**src/rtl/lenet_argmax_readout.sv**
```systemverilog
// -----------------------------------------------------------------------------
// lenet_argmax_readout
//
// Output stage behind the c5 fully-connected layer. On a start strobe it
// captures every class score in one cycle. It then walks the captured scores
// one per cycle and keeps a running signed maximum. When the walk finishes it
// publishes the winning class index and that score, and holds done_o until
// the consumer acknowledges. The captured scores stay in a buffer so the CPU
// can read them back as 32-bit words.
//
// Ports:
//   clk_i        system clock, rising edge
//   rst_ni       asynchronous active-low reset
//   start_i      capture scores_i and begin the scan (accepted only in IDLE)
//   scores_i     packed c5 scores, score k at [k*SCORE_W +: SCORE_W], signed
//   busy_o       high while the scan is running
//   done_o       result valid, held until ack_i is sampled
//   ack_i        consumer acknowledge of done_o
//   class_o      index of the maximum score, zero-extended to 8 bits
//   max_score_o  value of the maximum score
//   rd_addr_i    readback word address
//   rd_data_o    registered readback word (one-cycle latency)
// -----------------------------------------------------------------------------
module lenet_argmax_readout #(
  parameter int OUTLEN  = 10,
  parameter int SCORE_W = 64,
  parameter int RD_W    = 32,
  parameter int ADDR_W  = 5
) (
  input  logic                      clk_i,
  input  logic                      rst_ni,
  input  logic                      start_i,
  input  logic [OUTLEN*SCORE_W-1:0] scores_i,
  output logic                      busy_o,
  output logic                      done_o,
  input  logic                      ack_i,
  output logic [7:0]                class_o,
  output logic [SCORE_W-1:0]        max_score_o,
  input  logic [ADDR_W-1:0]         rd_addr_i,
  output logic [RD_W-1:0]           rd_data_o
);

  localparam int CNT_W = (OUTLEN > 1) ? $clog2(OUTLEN) : 1;
  localparam logic [CNT_W-1:0] LAST_IDX = CNT_W'(OUTLEN - 1);

  typedef enum logic [1:0] {
    ST_IDLE,
    ST_SCAN,
    ST_DONE
  } state_e;

  state_e                           state_q, state_d;
  logic [OUTLEN-1:0][SCORE_W-1:0]   score_buf_q, score_buf_d;
  logic [CNT_W-1:0]                 cnt_q, cnt_d;
  logic [SCORE_W-1:0]               run_max_q, run_max_d;
  logic [CNT_W-1:0]                 run_idx_q, run_idx_d;
  logic                             busy_q, busy_d;
  logic                             done_q, done_d;
  logic [7:0]                       class_q, class_d;
  logic [SCORE_W-1:0]               max_score_q, max_score_d;
  logic [RD_W-1:0]                  rd_data_q, rd_data_d;

  logic [SCORE_W-1:0]               cur_score;
  logic                             take_new;
  logic [SCORE_W-1:0]               new_max;
  logic [CNT_W-1:0]                 new_idx;

  // Next-state logic for the scan FSM, the capture buffer and the readback port.
  always_comb begin
    state_d     = state_q;
    score_buf_d = score_buf_q;
    cnt_d       = cnt_q;
    run_max_d   = run_max_q;
    run_idx_d   = run_idx_q;
    busy_d      = busy_q;
    done_d      = done_q;
    class_d     = class_q;
    max_score_d = max_score_q;

    // Select the score under the counter. A decode loop keeps the index
    // inside the OUTLEN entries even though the counter could encode more.
    cur_score = '0;
    for (int k = 0; k < OUTLEN; k++) begin
      if (cnt_q == CNT_W'(k)) begin
        cur_score = score_buf_q[k];
      end
    end

    // The compare is strict, so on a tie the earlier (lower) index is kept.
    take_new = $signed(cur_score) > $signed(run_max_q);
    new_max  = take_new ? cur_score : run_max_q;
    new_idx  = take_new ? cnt_q     : run_idx_q;

    unique case (state_q)
      ST_IDLE: begin
        if (start_i) begin
          score_buf_d = scores_i;
          run_max_d   = scores_i[SCORE_W-1:0];
          run_idx_d   = '0;
          cnt_d       = CNT_W'(1);
          busy_d      = 1'b1;
          state_d     = ST_SCAN;
        end
      end

      ST_SCAN: begin
        run_max_d = new_max;
        run_idx_d = new_idx;
        if (cnt_q == LAST_IDX) begin
          // The result is published only here, so class_o and max_score_o
          // never show a partial scan.
          class_d     = 8'(new_idx);
          max_score_d = new_max;
          busy_d      = 1'b0;
          done_d      = 1'b1;
          cnt_d       = '0;
          state_d     = ST_DONE;
        end else begin
          cnt_d = cnt_q + CNT_W'(1);
        end
      end

      ST_DONE: begin
        // A start arriving with the ack is dropped; a new start must come in IDLE.
        if (ack_i) begin
          done_d  = 1'b0;
          state_d = ST_IDLE;
        end
      end

      default: begin
        state_d = ST_IDLE;
        busy_d  = 1'b0;
        done_d  = 1'b0;
      end
    endcase

    // Word 2k is the low half of score k and word 2k+1 the high half.
    // Addresses past the buffer read as zero.
    rd_data_d = '0;
    for (int w = 0; w < 2 * OUTLEN; w++) begin
      if (rd_addr_i == ADDR_W'(w)) begin
        rd_data_d = score_buf_q[w / 2][(w % 2) * RD_W +: RD_W];
      end
    end
  end

  // State and output registers. Reset clears everything, including the buffer,
  // so an interrupted scan leaves no trace.
  always_ff @(posedge clk_i or negedge rst_ni) begin
    if (!rst_ni) begin
      state_q     <= ST_IDLE;
      score_buf_q <= '0;
      cnt_q       <= '0;
      run_max_q   <= '0;
      run_idx_q   <= '0;
      busy_q      <= 1'b0;
      done_q      <= 1'b0;
      class_q     <= '0;
      max_score_q <= '0;
      rd_data_q   <= '0;
    end else begin
      state_q     <= state_d;
      score_buf_q <= score_buf_d;
      cnt_q       <= cnt_d;
      run_max_q   <= run_max_d;
      run_idx_q   <= run_idx_d;
      busy_q      <= busy_d;
      done_q      <= done_d;
      class_q     <= class_d;
      max_score_q <= max_score_d;
      rd_data_q   <= rd_data_d;
    end
  end

  assign busy_o      = busy_q;
  assign done_o      = done_q;
  assign class_o     = class_q;
  assign max_score_o = max_score_q;
  assign rd_data_o   = rd_data_q;

endmodule

```
**config.mk**
```make
export PLATFORM = sky130hd
export DESIGN_NAME = lenet_argmax_readout
export DESIGN_NICKNAME = d
export VERILOG_FILES = /design/src/rtl/lenet_argmax_readout.sv
export SDC_FILE = /design/constraint.sdc
export NUM_CORES = 2
export LEC_CHECK = 0
export CORE_MARGIN = 5
export CORE_UTILIZATION = 35
export CTS_CLUSTER_DIAMETER = 80
export DETAILED_ROUTE_END_ITERATION = 16
export GPL_TIMING_DRIVEN = 0
export PLACE_DENSITY = 0.64
export REMOVE_ABC_BUFFERS = 1
export SETUP_SLACK_MARGIN = 0.2
export SYNTH_ARGS = -nofsm -noshare
export SYNTH_HDL_FRONTEND = slang
export SYNTH_SLANG_ARGS = --single-unit
```
**constraint.sdc**
```tcl
create_clock -name clk_i -period 3.85 [get_ports clk_i]
set_input_delay 0.77 -clock clk_i [delete_from_list [all_inputs] [get_ports clk_i]]
set_output_delay 0.77 -clock clk_i [all_outputs]
set_load 0.05 [all_outputs]
```
==> insert_results.sql <==
INSERT INTO impl_metrics (metric_group, metric, value, unit) VALUES
('outcome', 'status', 'complete, but fails checks', ''),
('outcome', 'violations', 'setup timing', ''),
('sta', 'post_layout_minimum_cycle_time', '4.70', 'ns'),
('route', 'detail_route.drc_violations', '0', ''),
('worst_setup_path', 'critical_path.max_stage_delay', '0.46', 'ns'),
('clock_tree', 'cts_tree', 'built', ''),
('hold_path', 'worst_hold_path_type', 'primary input to asynchronous set/reset pin', ''),
('cells_and_area', 'finalNetCount', '6349', ''),
('cells_and_area', 'final_cell_area', '59900', 'µm²'),
('worst_setup_path', 'timing.critical_path.arrival', '5.28', 'ns'),
('logic_synthesis', 'ys_ff_latch', '816', ''),
('sta', 'highest_attainable_clock_frequency', '0.213', 'GHz'),
('logic_synthesis', 'synth_warnings', '0', ''),
('sta', 'hold_viol_final', '0', ''),
('worst_setup_path', 'path_class', 'flip-flop to flip-flop', ''),
('route', 'dr_total_vias', '43900', ''),
('logic_synthesis', 'yosys.cell_types.count', '67', ''),
('logic_synthesis', 'netlist.area_leader.share', '49.8', '%'),
('clock_tree', 'worstSkewPairLatency', '0.71', 'ns'),
('clock_tree', 'root_buffer_cell', 'sky130_fd_sc_hd__clkbuf_16', ''),
('worst_setup_path', 'critical_path_required', '4.43', 'ns'),
('sta', 'report.final.slew_viol_count', '0', ''),
('logic_synthesis', 'synth_edf_count', '0', ''),
('cells_and_area', 'n_fill_cell', '10744', ''),
('placed_design', 'place.detailed.instances', '6798', ''),
('logic_synthesis', 'synth_top_cell_by_area', 'sky130_fd_sc_hd__dfrtp_1', ''),
('cells_and_area', 'post_route_cells_drive_above_1_share', '14.5', '%'),
('logic_synthesis', 'synthArstFlopShare', '100', '%'),
('global_routing', 'first_pass_grt_wire_length', '310000', 'µm'),
('die', 'fp.coreArea', '116000', 'µm²'),
('route', 'drt_first_pass_iters', '9', ''),
('placed_design', 'detailedPlacementHpwl', '153000', 'µm'),
('logic_synthesis', 'syn_avg_cell_area', '8.66', 'µm²'),
('placed_design', 'placement.cell_area', '52000', 'µm²'),
('logic_synthesis', 'synth.yosys.seq_area_share', '49.8', '%'),
('worst_setup_path', 'timing.critical_path.slowest_stage_cell', 'sky130_fd_sc_hd__dfrtp_2', ''),
('sta', 'finish_stage_setup_viols', '136', ''),
('worst_setup_path', 'worst_setup_path_end_kind', 'flip-flop', ''),
('power_and_ir_drop', 'leakage', '0.0278', 'µW'),
('power_and_ir_drop', 'ir_worst_vdd', '1.46', 'mV'),
('logic_synthesis', 'syn_area', '41000', 'µm²'),
('sta', 'final_critical_path_share_of_the_clock_period', '122', '%'),
('die', 'num_io_pins', '755', ''),
('logic_synthesis', 'main_area_contributors_after_synthesis', 'sky130_fd_sc_hd__dfrtp_1 (50%), sky130_fd_sc_hd__nand2_1 (18%), sky130_fd_sc_hd__a22oi_1 (5.5%)', ''),
('placed_design', 'place_congestion', '0.888', ''),
('clock_tree', 'reg_clk_slew_reported_paths', '0.06', 'ns'),
('die', 'fp.dieArea', '124000', 'µm²'),
('sta', 'timing.hold.ws', '0.152', 'ns'),
('die', 'die_height', '352', 'µm'),
('job', 'cap_violations', '0', ''),
('worst_setup_path', 'worstPathBufferInverterCount', '10', ''),
('placed_design', 'placement.io_buffers', '750', ''),
('worst_setup_path', 'cp-start-kind', 'flip-flop', ''),
('global_routing', 'grtUsageTotal', '34.1', '%'),
('global_routing', 'global_route.overflow_total', '0', ''),
('route', 'viasPerCell', '6.05', ''),
('clock_tree', 'cts-htree-levels', '3', ''),
('sta', 'finalWorstSetupSlack', '-0.852', 'ns'),
('sta', 'grt_setup_unrepaired', 'yes', ''),
('sta', 'setup-tns-final', '-101.91', 'ns'),
('die', 'placement_rows', '125', ''),
('clock_tree', 'number_of_buffers_added_by_the_clock_tree_synthesis_step', '98', ''),
('logic_synthesis', 'dominantRegCellSynth', 'sky130_fd_sc_hd__dfrtp_1', ''),
('sta', 'timing.max_slew.rel_slack', '15.3', '%'),
('sta', 'worst-slew-pin-transition', '1.27', 'ns'),
('logic_synthesis', 'synth_cells', '4740', ''),
('route', 'drt-total-wl', '224000', 'µm'),
('placed_design', 'place_ws', '-3.31', 'ns'),
('worst_setup_path', 'cell_by_cell_trace_of_the_critical_path', 'buf_12 -> nand2b_4 -> buf_4 -> buf_4 -> nor2_4 -> buf_12 -> a22oi_1 -> and3_1 -> nand2_4 -> ha_4 -> nand4_1 -> buf_6 -> buf_6 -> nor3_4 -> buf_12 -> a211oi_4 -> buf_6 -> o211ai_1 -> nor3_2 -> a21oi_4 -> buf_16 -> buf_12 -> a221o_1', ''),
('global_routing', 'initial_antenna_violation_count', '27', ''),
('cells_and_area', 'synthToLayoutAreaGrowth', '46.0', '%');
[cells in the mapped netlist (66+ instances only)]
cell type,n
sky130_fd_sc_hd__a211oi_1,78
sky130_fd_sc_hd__a21o_1,74
sky130_fd_sc_hd__a21oi_1,71
sky130_fd_sc_hd__a221o_1,70
sky130_fd_sc_hd__a22o_1,68
sky130_fd_sc_hd__a22oi_1,298
sky130_fd_sc_hd__clkbuf_1,272
sky130_fd_sc_hd__dfrtp_1,816
sky130_fd_sc_hd__inv_1,74
sky130_fd_sc_hd__nand2_1,1935
sky130_fd_sc_hd__nand4_1,81
sky130_fd_sc_hd__nor2_1,86
sky130_fd_sc_hd__o21ai_0,80
sky130_fd_sc_hd__o22ai_1,102
sky130_fd_sc_hd__o31ai_1,66
[sequential cells by signal (all words and copies together) (netlist names)]
signal and cells:
busy_o 1, class_o 4, cnt_q 4, done_o 1
max_score_o 64, rd_data_o 32, run_idx_q 4, run_max_q 64
score_buf_q 640, state_q 2
[cell families (layout without fill, tap and decap cells)]
logic type / count (synthesis) / in the layout / share of synthesized area [%]
flip-flops: 816 / 816 / 49.8
other: 1 / 20 / 0.00914
buffers and inverters: 428 / 1395 / 4.15
multiplexers: 33 / 33 / 1.25
adder cells (fa/ha/maj): 64 / 64 / 1.95
AND/OR/NAND/NOR: 2310 / 2311 / 22.9
AO/OA/AOI/OAI: 1088 / 1090 / 19.9
[stage by stage]
step | total power, µW | utilization [%]
after floorplan | 30700 | -
after global placement | 36600 | 42.1
after detailed placement | 48600 | 44.7
after CTS | 69900 | 50.6
after global routing | 77600 | 51.5
final | 74900 | 51.5
[per-layer routing]
metal	GRT usage (%)	vias to the layer above	part of all wire, %
met2	51.5	3226	43
met5	0	-	0.12
met3	10.8	811	12
met1	42.4	21345	37
li1	-	18494	-
met4	21.2	24	7.8
[layout make-up]
cell class	instances	area [µm²]	share of cell area (%)
Timing Repair Buffer	1144	13400	22.3
Clock buffer	132	2780	4.64
Sequential cell	816	20400	34.1
Multi-Input combinational cell	3502	20600	34.3
Inverter	74	278	0.463
Tap cell	1524	1910	3.18
Clock inverter	45	539	0.900
Antenna cell	16	40.0	0.0668
[power breakdown]
group          leakage, µW  total, µW  switching, µW  internal [µW]
logic               0.0160      48500          27100          21400
clock network      0.00162       9720           3990           5740
registers           0.0102      16700           3880          12800
[path summary, 6_finish.rpt]
path,start,endpoint,slack [ns],cells after the start
setup / recovery,cnt_q[1]$_DFFE_PN0P_,run_max_q[15]$_DFFE_PN0P_,-0.85,23
hold / removal,rst_ni,score_buf_q[339]$_DFFE_PN0P_,0.15,1
setup reg to reg,cnt_q[1]$_DFFE_PN0P_,run_max_q[15]$_DFFE_PN0P_,-0.85,23
hold reg to reg,max_score_o[47]$_DFFE_PN0P_,max_score_o[47]$_DFFE_PN0P_,0.47,2
max in group asynchronous,rst_ni,cnt_q[1]$_DFFE_PN0P_,1.96,3
min in group clk_i,max_score_o[47]$_DFFE_PN0P_,max_score_o[47]$_DFFE_PN0P_,0.47,2
[what timing repair did]
item	CTS	global route
setup buffers	188	32
setup endpoints to repair	308	293
gates resized for setup	283	84
pin swaps	143	100
cloned	29	13
Note: power is estimated with default switching activity, not from simulation.
